### src/rtl/exe_stage_ctrl_pkg.sv
// Shared types for the execute-stage controller: bundle layouts, ALU op bits,
// memory access sizes and the divide FSM encoding.
package exe_stage_ctrl_pkg;

    localparam int DS_BUS_W = 155;
    localparam int ES_BUS_W = 73;
    localparam int ALU_OP_W = 16;

    localparam int OP_DIV = 14;
    localparam int OP_MOD = 15;

    typedef enum logic [1:0] {
        MEM_B = 2'b00,
        MEM_H = 2'b01,
        MEM_W = 2'b10
    } mem_size_e;

    typedef enum logic [1:0] {
        IDLE     = 2'd0,
        DIV_WAIT = 2'd1,
        DIV_DONE = 2'd2,
        DRAIN    = 2'd3
    } es_state_e;

    // Field order matches the bus bit layout, MSB first.
    typedef struct packed {
        logic [31:0]         pc;
        logic [ALU_OP_W-1:0] alu_op;
        logic [31:0]         src1;
        logic [31:0]         src2;
        logic                src_is_signed;
        logic [4:0]          dest;
        logic                gr_we;
        logic                mem_we;
        logic                res_from_mem;
        mem_size_e           mem_size;
        logic [31:0]         rkd_value;
    } ds_bundle_t;

    typedef struct packed {
        logic [31:0] pc;
        logic [31:0] result;
        logic [4:0]  dest;
        logic        gr_we;
        logic        res_from_mem;
        mem_size_e   mem_size;
    } es_bundle_t;

endpackage

### src/rtl/exe_stage_ctrl_store_align.sv
// Store lane steering: byte strobes and replicated write data for b/h/w stores.
module store_align
    import exe_stage_ctrl_pkg::*;
(
    input  logic        mem_we,
    input  mem_size_e   mem_size,
    input  logic [1:0]  addr_lo,
    input  logic [31:0] rkd_value,
    output logic [3:0]  wstrb,
    output logic [31:0] wdata
);

    // NOTE: every output gets a default before the case so no latch is inferred.
    always_comb begin
        wstrb = '0;
        wdata = rkd_value;
        case (mem_size)
            MEM_B: begin
                wstrb = 4'b0001 << addr_lo;
                wdata = {4{rkd_value[7:0]}};
            end
            MEM_H: begin
                wstrb = addr_lo[1] ? 4'b1100 : 4'b0011;
                wdata = {2{rkd_value[15:0]}};
            end
            MEM_W: wstrb = 4'b1111;
            default: wstrb = '0;
        endcase
        if (!mem_we) begin
            wstrb = '0;
        end
    end

endmodule

### src/rtl/exe_stage_ctrl.sv
// Execute-stage controller: holds the ID bundle, sequences multi-cycle divides,
// issues data-SRAM requests and hands results to MEM.
module exe_stage_ctrl
    import exe_stage_ctrl_pkg::*;
(
    input  logic                clk,
    input  logic                reset,
    input  logic                ds_to_es_valid,
    output logic                es_allowin,
    input  logic [DS_BUS_W-1:0] ds_to_es_bus,
    input  logic                ms_allowin,
    output logic                es_to_ms_valid,
    output logic [ES_BUS_W-1:0] es_to_ms_bus,
    input  logic                flush,
    output logic                alu_valid,
    output logic [ALU_OP_W-1:0] alu_op,
    output logic [31:0]         alu_src1,
    output logic [31:0]         alu_src2,
    output logic                src_is_signed,
    input  logic [31:0]         alu_result,
    input  logic                divres_valid,
    output logic                data_sram_en,
    output logic [3:0]          data_sram_we,
    output logic [31:0]         data_sram_addr,
    output logic [31:0]         data_sram_wdata,
    output logic                es_fwd_valid,
    output logic [4:0]          es_fwd_dest,
    output logic [31:0]         es_fwd_result,
    output logic                es_fwd_is_load
);

    ds_bundle_t  bundle;
    es_bundle_t  es_out;
    es_state_e   state;
    logic        es_valid;
    logic [31:0] div_res;
    logic        is_div;
    logic        es_ready_go;
    logic [31:0] es_result;

    assign is_div      = bundle.alu_op[OP_DIV] | bundle.alu_op[OP_MOD];
    assign es_ready_go = !is_div || (state == DIV_DONE) || (state == DIV_WAIT && divres_valid);

    // DRAIN keeps ID out until the orphaned divide result has been swallowed.
    assign es_allowin     = (state != DRAIN) && (!es_valid || (es_ready_go && ms_allowin));
    assign es_to_ms_valid = es_valid && es_ready_go && !flush;
    assign alu_valid      = es_valid && is_div && (state == IDLE);
    assign es_result      = (state == DIV_DONE) ? div_res : alu_result;

    // NOTE: sequential state uses non-blocking assignments only; combinational
    // logic uses continuous assigns or always_comb with blocking assignments.
    always_ff @(posedge clk) begin
        if (reset) begin
            es_valid <= 1'b0;
            bundle   <= '0;
        end else begin
            if (flush) begin
                es_valid <= 1'b0;
            end else if (es_allowin) begin
                es_valid <= ds_to_es_valid;
            end
            if (ds_to_es_valid && es_allowin) begin
                bundle <= ds_bundle_t'(ds_to_es_bus);
            end
        end
    end

    always_ff @(posedge clk) begin
        if (reset) begin
            state   <= IDLE;
            div_res <= '0;
        end else begin
            case (state)
                IDLE: begin
                    if (alu_valid) begin
                        state <= flush ? DRAIN : DIV_WAIT;
                    end
                end
                DIV_WAIT: begin
                    if (divres_valid) begin
                        if (flush || ms_allowin) begin
                            state <= IDLE;
                        end else begin
                            state   <= DIV_DONE;
                            div_res <= alu_result;
                        end
                    end else if (flush) begin
                        state <= DRAIN;
                    end
                end
                DIV_DONE: begin
                    if (flush || ms_allowin) begin
                        state <= IDLE;
                    end
                end
                DRAIN: begin
                    if (divres_valid) begin
                        state <= IDLE;
                    end
                end
                default: state <= IDLE;
            endcase
        end
    end

    assign alu_op        = bundle.alu_op;
    assign alu_src1      = bundle.src1;
    assign alu_src2      = bundle.src2;
    assign src_is_signed = bundle.src_is_signed;

    assign data_sram_en   = es_valid && (bundle.mem_we || bundle.res_from_mem) && ms_allowin && !flush;
    assign data_sram_addr = alu_result;

    store_align u_store_align (
        .mem_we    (bundle.mem_we),
        .mem_size  (bundle.mem_size),
        .addr_lo   (alu_result[1:0]),
        .rkd_value (bundle.rkd_value),
        .wstrb     (data_sram_we),
        .wdata     (data_sram_wdata)
    );

    assign es_out.pc           = bundle.pc;
    assign es_out.result       = es_result;
    assign es_out.dest         = bundle.dest;
    assign es_out.gr_we        = bundle.gr_we;
    assign es_out.res_from_mem = bundle.res_from_mem;
    assign es_out.mem_size     = bundle.mem_size;
    assign es_to_ms_bus        = es_out;

    assign es_fwd_valid   = es_valid && bundle.gr_we && (bundle.dest != 5'd0);
    assign es_fwd_dest    = bundle.dest;
    assign es_fwd_result  = es_result;
    assign es_fwd_is_load = bundle.res_from_mem || (is_div && !es_ready_go);

endmodule

### config.mk
export PLATFORM = sky130hd
export DESIGN_NAME = exe_stage_ctrl
export DESIGN_NICKNAME = d
export VERILOG_FILES = /design/src/rtl/exe_stage_ctrl_pkg.sv /design/src/rtl/exe_stage_ctrl_store_align.sv /design/src/rtl/exe_stage_ctrl.sv
export SDC_FILE = /design/constraint.sdc
export NUM_CORES = 1
export LEC_CHECK = 0
export CORE_AREA = 2 2 176 178
export DETAILED_ROUTE_END_ITERATION = 8
export DIE_AREA = 0 0 178 180
export PLACE_DENSITY_LB_ADDON = 0.2
export SYNTH_ARGS = -nofsm -noshare
export SYNTH_HDL_FRONTEND = slang
export SYNTH_HIERARCHICAL = 1
export SYNTH_SLANG_ARGS = --single-unit
### constraint.sdc
create_clock -name clk -period 2.06 [get_ports clk]
set_input_delay 0.412 -clock clk [delete_from_list [all_inputs] [get_ports clk]]
set_output_delay 0.412 -clock clk [all_outputs]
set_load 0.01 [all_outputs]
# Word level (Yosys, flattened, before mapping)
# Cells that the tools add are included.
# word_totals
n_memories	0
mem_bits_rw	0
output_inout_bits	265
romBits	0
latch_bits	0
register_bits	190
# op_classes
magnitude_cmp	0
bitwise_logic	2
reduce_logical	30
eq_ne	10
addsub	0
multipliers	0
mux	13
shift	1
n_div	0
# op_table
op	n
$pmux W32 S2	1
$mux W32	1
$logic_and A1 B1 Y1	14
$mux W2	7
$pmux W4 S3	1
$mux W4	2
$pmux W2 S4	1
$eq A2 B2 Y1 const B	3
$logic_or A1 B1 Y1	6
$ne A2 B2 Y1 const B	3
$reduce_bool A5 Y1	1
$eq A2 B1 Y1 const B	2
$logic_not A1 Y1	4
$logic_not A2 Y1	2
$reduce_and A4 Y1	1
$shl A1 B2 Y4 const A	1
$ne A3 B3 Y1 const B	1
$reduce_and A3 Y1	1
$ne A2 B1 Y1 const B	1
$reduce_or A2 Y1	1
$not A1 Y1	1
$or A1 B1 Y1	1

# Depth between registers and ports, before layout
# Gate-level depths: netlist of run 1.
# depth
ltp_word	8
depth_mapped	7

# Cells and area by module
# The synthesis of run 1 kept the hierarchy.
# modules_own_cells
mod	area_per_inst_um2	n_inst	cells_per_inst
exe_stage_ctrl	10279.9	1	1148
store_align	484.2	1	66

# Least setup slack after synthesis of run 1
# OpenSTA, ideal clock, no wires.
# synth_timing
path_type	flip-flop to output port
startpoint	register state[0]
endpoint	output es_to_ms_bus[10]
path_stages_with_launch	7
arrival_ns	1.243
required_ns	1.648
slack_ns	0.405
cell_sequence	dfxtp_1 or2b_1 clkbuf_1 clkbuf_1 nand2_1 nand2_1 buf_4
# synth_between
elab_chain_len	2
# synth_rtl
item	line	rtl
from (decl)	exe_stage_ctrl.sv:34	es_state_e state;
from (signal assigned)	exe_stage_ctrl.sv:76	state <= flush ? DRAIN : DIV_WAIT;
$eq A2 B2 Y1	exe_stage_ctrl.sv:48	assign es_result = (state == DIV_DONE) ? div_res : alu_result;
$mux W32	exe_stage_ctrl.sv:48	
to (decl)	exe_stage_ctrl.sv:13	output logic [ES_BUS_W-1:0] es_to_ms_bus,
# Every way passes these cells.

# Worst setup path in the final report of run 1
# layout_timing
startpoint	register state[1]
endpoint	output es_fwd_result[4]
# layout_between
elab_chain_len	2
# layout_rtl
item	line	rtl
$eq A2 B2 Y1	exe_stage_ctrl.sv:48	
$mux W32	exe_stage_ctrl.sv:48	
to (decl)	exe_stage_ctrl.sv:28	output logic [31:0] es_fwd_result,
# Every way passes these cells.

==> results of run 1 <==
## through the flow
step	cells	setup TNS [ns]	hold slack, ns	cell area, sq um
2_1_floorplan	1214	0	0.4366	10760
3_3_place_gp	1862	-13.16	0.4416	14540
3_5_place_dp	1862	-12.47	0.4468	14540
4_1_cts	1910	-1.068	0.4572	15190
5_1_grt	1922	-1.692	0.3229	15560
6_report	1922	-0.4033	0.3403	15560
## power by group through the flow
stage	clock network [uW]	logic (uW)	registers [uW]
2_1_floorplan	0	1330	4070
3_3_place_gp	0	2300	4110
3_5_place_dp	0	2310	4110
4_1_cts	3440	2300	4040
5_1_grt	3590	2560	4060
6_report	3320	2380	4030
## sequential cells by signal, summed over array words and instances, names as in the netlist
signal / flops
alu_op: 16
es_to_ms_bus: 36
src_is_signed: 1
alu_src2: 32
state: 2
div_res: 32
es_fwd_dest: 5
bundle: 33
alu_src1: 32
es_valid: 1
## Yosys cell counts (2+ instances only)
| library cell | count | area share |
|---|---|---|
| buf_6 | 2 | 0.0021 |
| clkbuf_1 | 51 | 0.018 |
| buf_4 | 200 | 0.14 |
| mux2_2 | 16 | 0.017 |
| nor2_1 | 5 | 0.0017 |
| a21oi_1 | 37 | 0.017 |
| inv_1 | 3 | 0.0010 |
| dfxtp_1 | 190 | 0.35 |
| buf_8 | 5 | 0.0070 |
| o21ai_0 | 6 | 0.0028 |
| nor3_1 | 4 | 0.0019 |
| buf_2 | 5 | 0.0023 |
| mux2i_1 | 163 | 0.15 |
| buf_12 | 11 | 0.020 |
| nand2b_1 | 311 | 0.18 |
| o21ai_1 | 7 | 0.0033 |
| nand2_1 | 174 | 0.061 |
## worst max-delay path, cell delays in order, from the launching register on
cell and delay, ns:
dfxtp_4 0.37, or2b_4 0.28, buf_6 0.14, buf_16 0.15, buf_12 0.14, nand2_4 0.06
nand2_4 0.05, buf_6 0.12
## cell families after synthesis
family / count (synthesis) / synth area share
AO/OA/AOI/OAI: 63 / 0.03487
buffers and inverters: 277 / 0.1902
flip-flops: 190 / 0.3534
multiplexers: 179 / 0.1683
AND/OR/NAND/NOR: 505 / 0.2533
## timing repair
action                                  in CTS  in global routing
cloned                                       2                  0
gates resized for setup                    353                153
endpoints found under the setup margin     103                 79
buffers inserted                            14                  9
pin swaps                                   16                 29
## worst paths after layout
path / from / end / depth (start not counted)
worst min register to register: div_res[0]$_SDFFE_PP0P_ / div_res[0]$_SDFFE_PP0P_ / 2
worst max-delay path: state[1]$_SDFFE_PP0P_ / es_fwd_result[4] / 7
worst max register to register: state[1]$_SDFFE_PP0P_ / es_to_ms_bus[0]$_SDFFE_PP0P_ / 9
worst min-delay path: alu_result[8] / div_res[8]$_SDFFE_PP0P_ / 3
## cell type report
class	count	area (sq um)	area share
antenna	3	7.507	0.0004824
clock inverter	14	148.9	0.009567
inverter	3	11.26	0.0007235
sequential	190	3819	0.2454
multi-input combinational	747	5235	0.3364
timing repair buffer	551	5418	0.3481
tap	396	495.5	0.03184
clock buffer	18	429.2	0.02757
## routing by layer
layer  routed length (um)  GRT usage  part of all wire  vias to the layer above
met4                  331    0.04262             0.011                        4
met1                12440     0.2130              0.40                     3902
met3                 2767    0.06980             0.089                       20
met2                15580     0.3304              0.50                      297
li1                     -          -                 -                     4281
met5                   23          0           0.00074                        -
==> impl_metrics.env, run 1 <==
export IMPL_grt_pass1_vias=8252
export IMPL_drt_antenna_violating_nets=0
export IMPL_drtIter0Drc=309
export IMPL_failed_checks="negative setup slack"
export IMPL_dieArea_sq_mm=0.03204
export IMPL_clkSinkCount=190
export IMPL_htreeDepth=4
export IMPL_gp_congestion=0.7794
export IMPL_vias_per_cell=4.425
export IMPL_final_cell_mix="clkdlybuf4s50_1, nand2b_1, dfxtp_1"
export IMPL_synthArstFlopShare=0
export IMPL_clockBufferDepth=2
export IMPL_synth_flop_cell="dfxtp_1"
export IMPL_vias=8504
export IMPL_grt_total_usage=0.1874
export IMPL_wl_um=31150
export IMPL_tightestPinTransition_ns=0.3864
export IMPL_antenna_found_initial=6
export IMPL_grt_pass1_wl_um=46690
export IMPL_die_w_um=178
export IMPL_io_pins=458
export IMPL_hold_viol_final=0
export IMPL_cts_hold_buf=0
export IMPL_drc=0
export IMPL_ys_seq_elements=190
export IMPL_seqPwrFrac=0.414
export IMPL_pre_cts_ws_ns=-0.4742
export IMPL_drive_above_1_share=0.1924
export IMPL_yosysWarnings=6
export IMPL_status="finished with violations"
export IMPL_drv_cap=0
export IMPL_ir_drop_uv=405.1
export IMPL_fillerInstances=2861
export IMPL_p_comb_frac=0.245
export IMPL_cp_end_kind="output pin"
export IMPL_grt_overflow_total=0
export IMPL_clock_root_buffer="clkbuf_16"
export IMPL_areaGrowthSynthToFinish_pct=44.59
export IMPL_ys_seq_area_frac=0.3534
export IMPL_synthesis_area_sq_mm=0.01076
export IMPL_hold_path_class="primary input to flop"
export IMPL_initial_core_util=0.3566
export IMPL_routedWlPerCell_um=16.21
export IMPL_regToRegSetupSlack_ns=0.16
export IMPL_p_int_uw=6942
export IMPL_power_density_mw_per_mm2=625.2
export IMPL_finalCritPeriodShare=1.039
export IMPL_min_period_ns=2.141
export IMPL_syn_nets=1407
export IMPL_fmax_mhz=467.2
export IMPL_layout_nets=1703
export IMPL_synth_edff_count=0
export IMPL_setup_ws_ns=-0.08058
export IMPL_rsz0062_at_grt="true"
export IMPL_p_clk_frac=0.341
export IMPL_first_pass_iters=6
export IMPL_post_route_util=0.5155
export IMPL_worstPathRequired_ns=1.65
export IMPL_clkLatencyLatePin_ns=0.43
export IMPL_crit_type="flop to output pin"
export IMPL_synthCells=1214
export IMPL_start_kind="flop"
export IMPL_io_buffers=457
export IMPL_core_area_sq_mm=0.03019
export IMPL_cts_buffers=17
export IMPL_worstPathArrival_ns=1.73
export IMPL_clock_skew_final_ns=0.02248
export IMPL_crit_fanout=7
export IMPL_final_setup_viol_count=7
export IMPL_cts_tree="yes"
export IMPL_std_cell_rows=64
export IMPL_power_leakage_uw=0.006442
export IMPL_sw_frac_of_total=0.2865
export IMPL_grt_max_degree=76
export IMPL_post_dp_hpwl_um=23170
export IMPL_ys_types=41
export IMPL_slew_headroom=0.7424
export IMPL_finalPower_uw=9730
export IMPL_slew_violations=0
export IMPL_syn_area_per_cell_sq_um=8.867
export IMPL_die_h_um=180
export IMPL_power_switching_uw=2788
export IMPL_clk_pin_slew_ns=0.07
export IMPL_layout_commonest_cell="clkdlybuf4s50_1"
Note: power is estimated with default switching activity, not from simulation.
==> run 2: changes to the inputs <==
- RECOVER_POWER: default -> 100
==> impl_metrics.env, run 2 (synthesis results as in run 1) <==
export IMPL_hold_depth=3
export IMPL_p_int_uw=6871
export IMPL_cts_buffers=17
export IMPL_sw_frac_of_total=0.2880
export IMPL_layout_nets=1703
export IMPL_final_setup_viol_count=9
export IMPL_crit_chain="or2b_4 > buf_6 > buf_16 > buf_12 > nand2_4 > nand2_4 > buf_6"
export IMPL_timing_hold_ws_ns=0.3003
export IMPL_wl_um=31080
export IMPL_post_dp_hpwl_um=23170
export IMPL_io_buffers=457
export IMPL_ir_drop_uv=406.8
export IMPL_tightestPinTransition_ns=0.6868
export IMPL_largest_reg_flops=36
export IMPL_power_switching_uw=2779
export IMPL_cts_tree="yes"
export IMPL_die_h_um=180
export IMPL_htreeDepth=4
export IMPL_seq_area_sq_mm=0.003819
export IMPL_r2r_start="state[1]$_SDFFE_PP0P_"
export IMPL_slew_violations=0
export IMPL_critPathBufInv=4
export IMPL_grt_pass1_wl_um=46690
export IMPL_whs_endpoint="div_res[29]$_SDFFE_PP0P_"
export IMPL_std_cell_rows=64
export IMPL_drc=0
export IMPL_cp_end_kind="output pin"
export IMPL_failed_checks="negative setup slack"
export IMPL_cpLargestDelayFamily="buffers and inverters"
export IMPL_fillerInstances=2873
export IMPL_seqPwrFrac=0.417
export IMPL_clockBufferDepth=2
export IMPL_finalCritPeriodShare=1.039
export IMPL_drive_above_1_share=0.1911
export IMPL_placed_cells=1862
export IMPL_final_cell_mix="nand2b_1, clkdlybuf4s50_1, dfxtp_1"
export IMPL_die_w_um=178
export IMPL_areaGrowthSynthToFinish_pct=44.23
export IMPL_min_period_ns=2.141
export IMPL_clock_root_buffer="clkbuf_16"
export IMPL_grt_overflow_total=0
export IMPL_vias=8481
export IMPL_final_cells=1922
export IMPL_grt_pass1_vias=8252
export IMPL_gp_congestion=0.7794
export IMPL_power_density_mw_per_mm2=621.6
export IMPL_slowest_stage="dfxtp_4"
export IMPL_regToRegSetupSlack_ns=0.02
export IMPL_clock_skew_final_ns=0.02264
export IMPL_drtIter0Drc=324
export IMPL_fin_tns_setup_ns=-0.4472
export IMPL_hold_path_class="primary input to flop"
export IMPL_r2r_end="es_to_ms_bus[0]$_SDFFE_PP0P_"
export IMPL_setup_ws_ns=-0.08088
export IMPL_drt_antenna_violating_nets=0
export IMPL_p_clk_frac=0.344
export IMPL_grt_total_usage=0.1874
export IMPL_clkSinkCount=190
export IMPL_worstPathArrival_ns=1.73
export IMPL_crit_type="flop to output pin"
export IMPL_dieArea_sq_mm=0.03204
export IMPL_p_comb_frac=0.239
export IMPL_first_pass_iters=4
export IMPL_clkLatencyLatePin_ns=0.44
export IMPL_drv_cap=0
export IMPL_vias_per_cell=4.413
export IMPL_critPathMaxStageDelay_ns=0.37
export IMPL_initial_core_util=0.3566
export IMPL_slew_headroom=0.5422
export IMPL_worstPathRequired_ns=1.65
export IMPL_start_kind="flop"
export IMPL_hold_viol_final=0
export IMPL_worst_r2r_cell_count=8
export IMPL_fmax_mhz=467.1
export IMPL_core_area_sq_mm=0.03019
export IMPL_layout_commonest_cell="nand2b_1"
export IMPL_antenna_found_initial=6
export IMPL_grt_max_degree=76
export IMPL_routedWlPerCell_um=16.17
export IMPL_post_route_util=0.5143
export IMPL_rsz0062_at_grt="true"
export IMPL_crit_fanout=7
export IMPL_io_pins=458
export IMPL_clk_pin_slew_ns=0.07
export IMPL_status="finished with violations"
export IMPL_multi_input_area_sq_mm=0.005225
export IMPL_hold_start="alu_result[29]"
export IMPL_power_leakage_uw=0.006729
run 2: power by group through the flow:
| stage | registers (uW) | clock network (uW) | logic [uW] |
|---|---|---|---|
| floorplan | 4070 | 0 | 1330 |
| global placement | 4110 | 0 | 2300 |
| detailed placement | 4110 | 0 | 2310 |
| CTS | 4040 | 3440 | 2300 |
| global route | 4050 | 3590 | 2480 |
| finish | 4020 | 3320 | 2310 |
run 2: layer usage:
| metal | wire, um | track usage |
|---|---|---|
| met3 | 2785 | 0.06980 |
| met5 | 23 | 0 |
| met1 | 12370 | 0.2130 |
| met2 | 15570 | 0.3304 |
| met4 | 331 | 0.04262 |
run 2: timing repair:
action / in CTS / in global routing
pin swaps: 16 / 29
endpoints found under the hold margin: 0 / 0
endpoints found under the setup margin: 103 / 79
gates cloned: 2 / 0
buffers inserted: 14 / 9
hold buffers: 0 / 0
gates resized for setup: 353 / 153
run 2: cell type report:
class,count,area share
Sequential cell,190,0.2460
Timing Repair Buffer,551,0.3471
Tap cell,396,0.03191
Clock inverter,14,0.009591
Inverter,3,0.0007253
Multi-Input combinational cell,747,0.3366
Clock buffer,18,0.02764
Antenna cell,3,0.0004836
run 2: how the worst max path moves through the flow:
stage,from,endpoint,depth (start not counted)
3_5_place_dp,divres_valid,es_to_ms_valid,5
2_1_floorplan,state[0]$_SDFFE_PP0P_,es_to_ms_bus[10],6
4_1_cts,es_to_ms_bus[1]$_SDFFE_PP0P_,data_sram_wdata[18],3
3_3_place_gp,divres_valid,es_to_ms_valid,5
5_1_grt,es_to_ms_bus[1]$_SDFFE_PP0P_,data_sram_wdata[15],6
6_report,state[1]$_SDFFE_PP0P_,es_fwd_result[4],7
run 2: worst reg2reg max path, cell delays in order (launching register included):
cell	delay, ns
dfxtp_4	0.36
buf_6	0.11
and3b_1	0.34
nand2_4	0.07
clkbuf_4	0.14
a31oi_2	0.35
buf_12	0.22
buf_12	0.18
mux2i_1	0.20
run 2: through the flow:
step                      total power, uW  setup WS (ns)  area, sq um
after floorplan                      5404         0.4046        10760
after global placement               6404        -0.4844        14540
after detailed placement             6428        -0.4742        14540
after CTS                            9783        -0.1875        15190
after global routing                10120        -0.1452        15520
final                                9650       -0.08088        15520
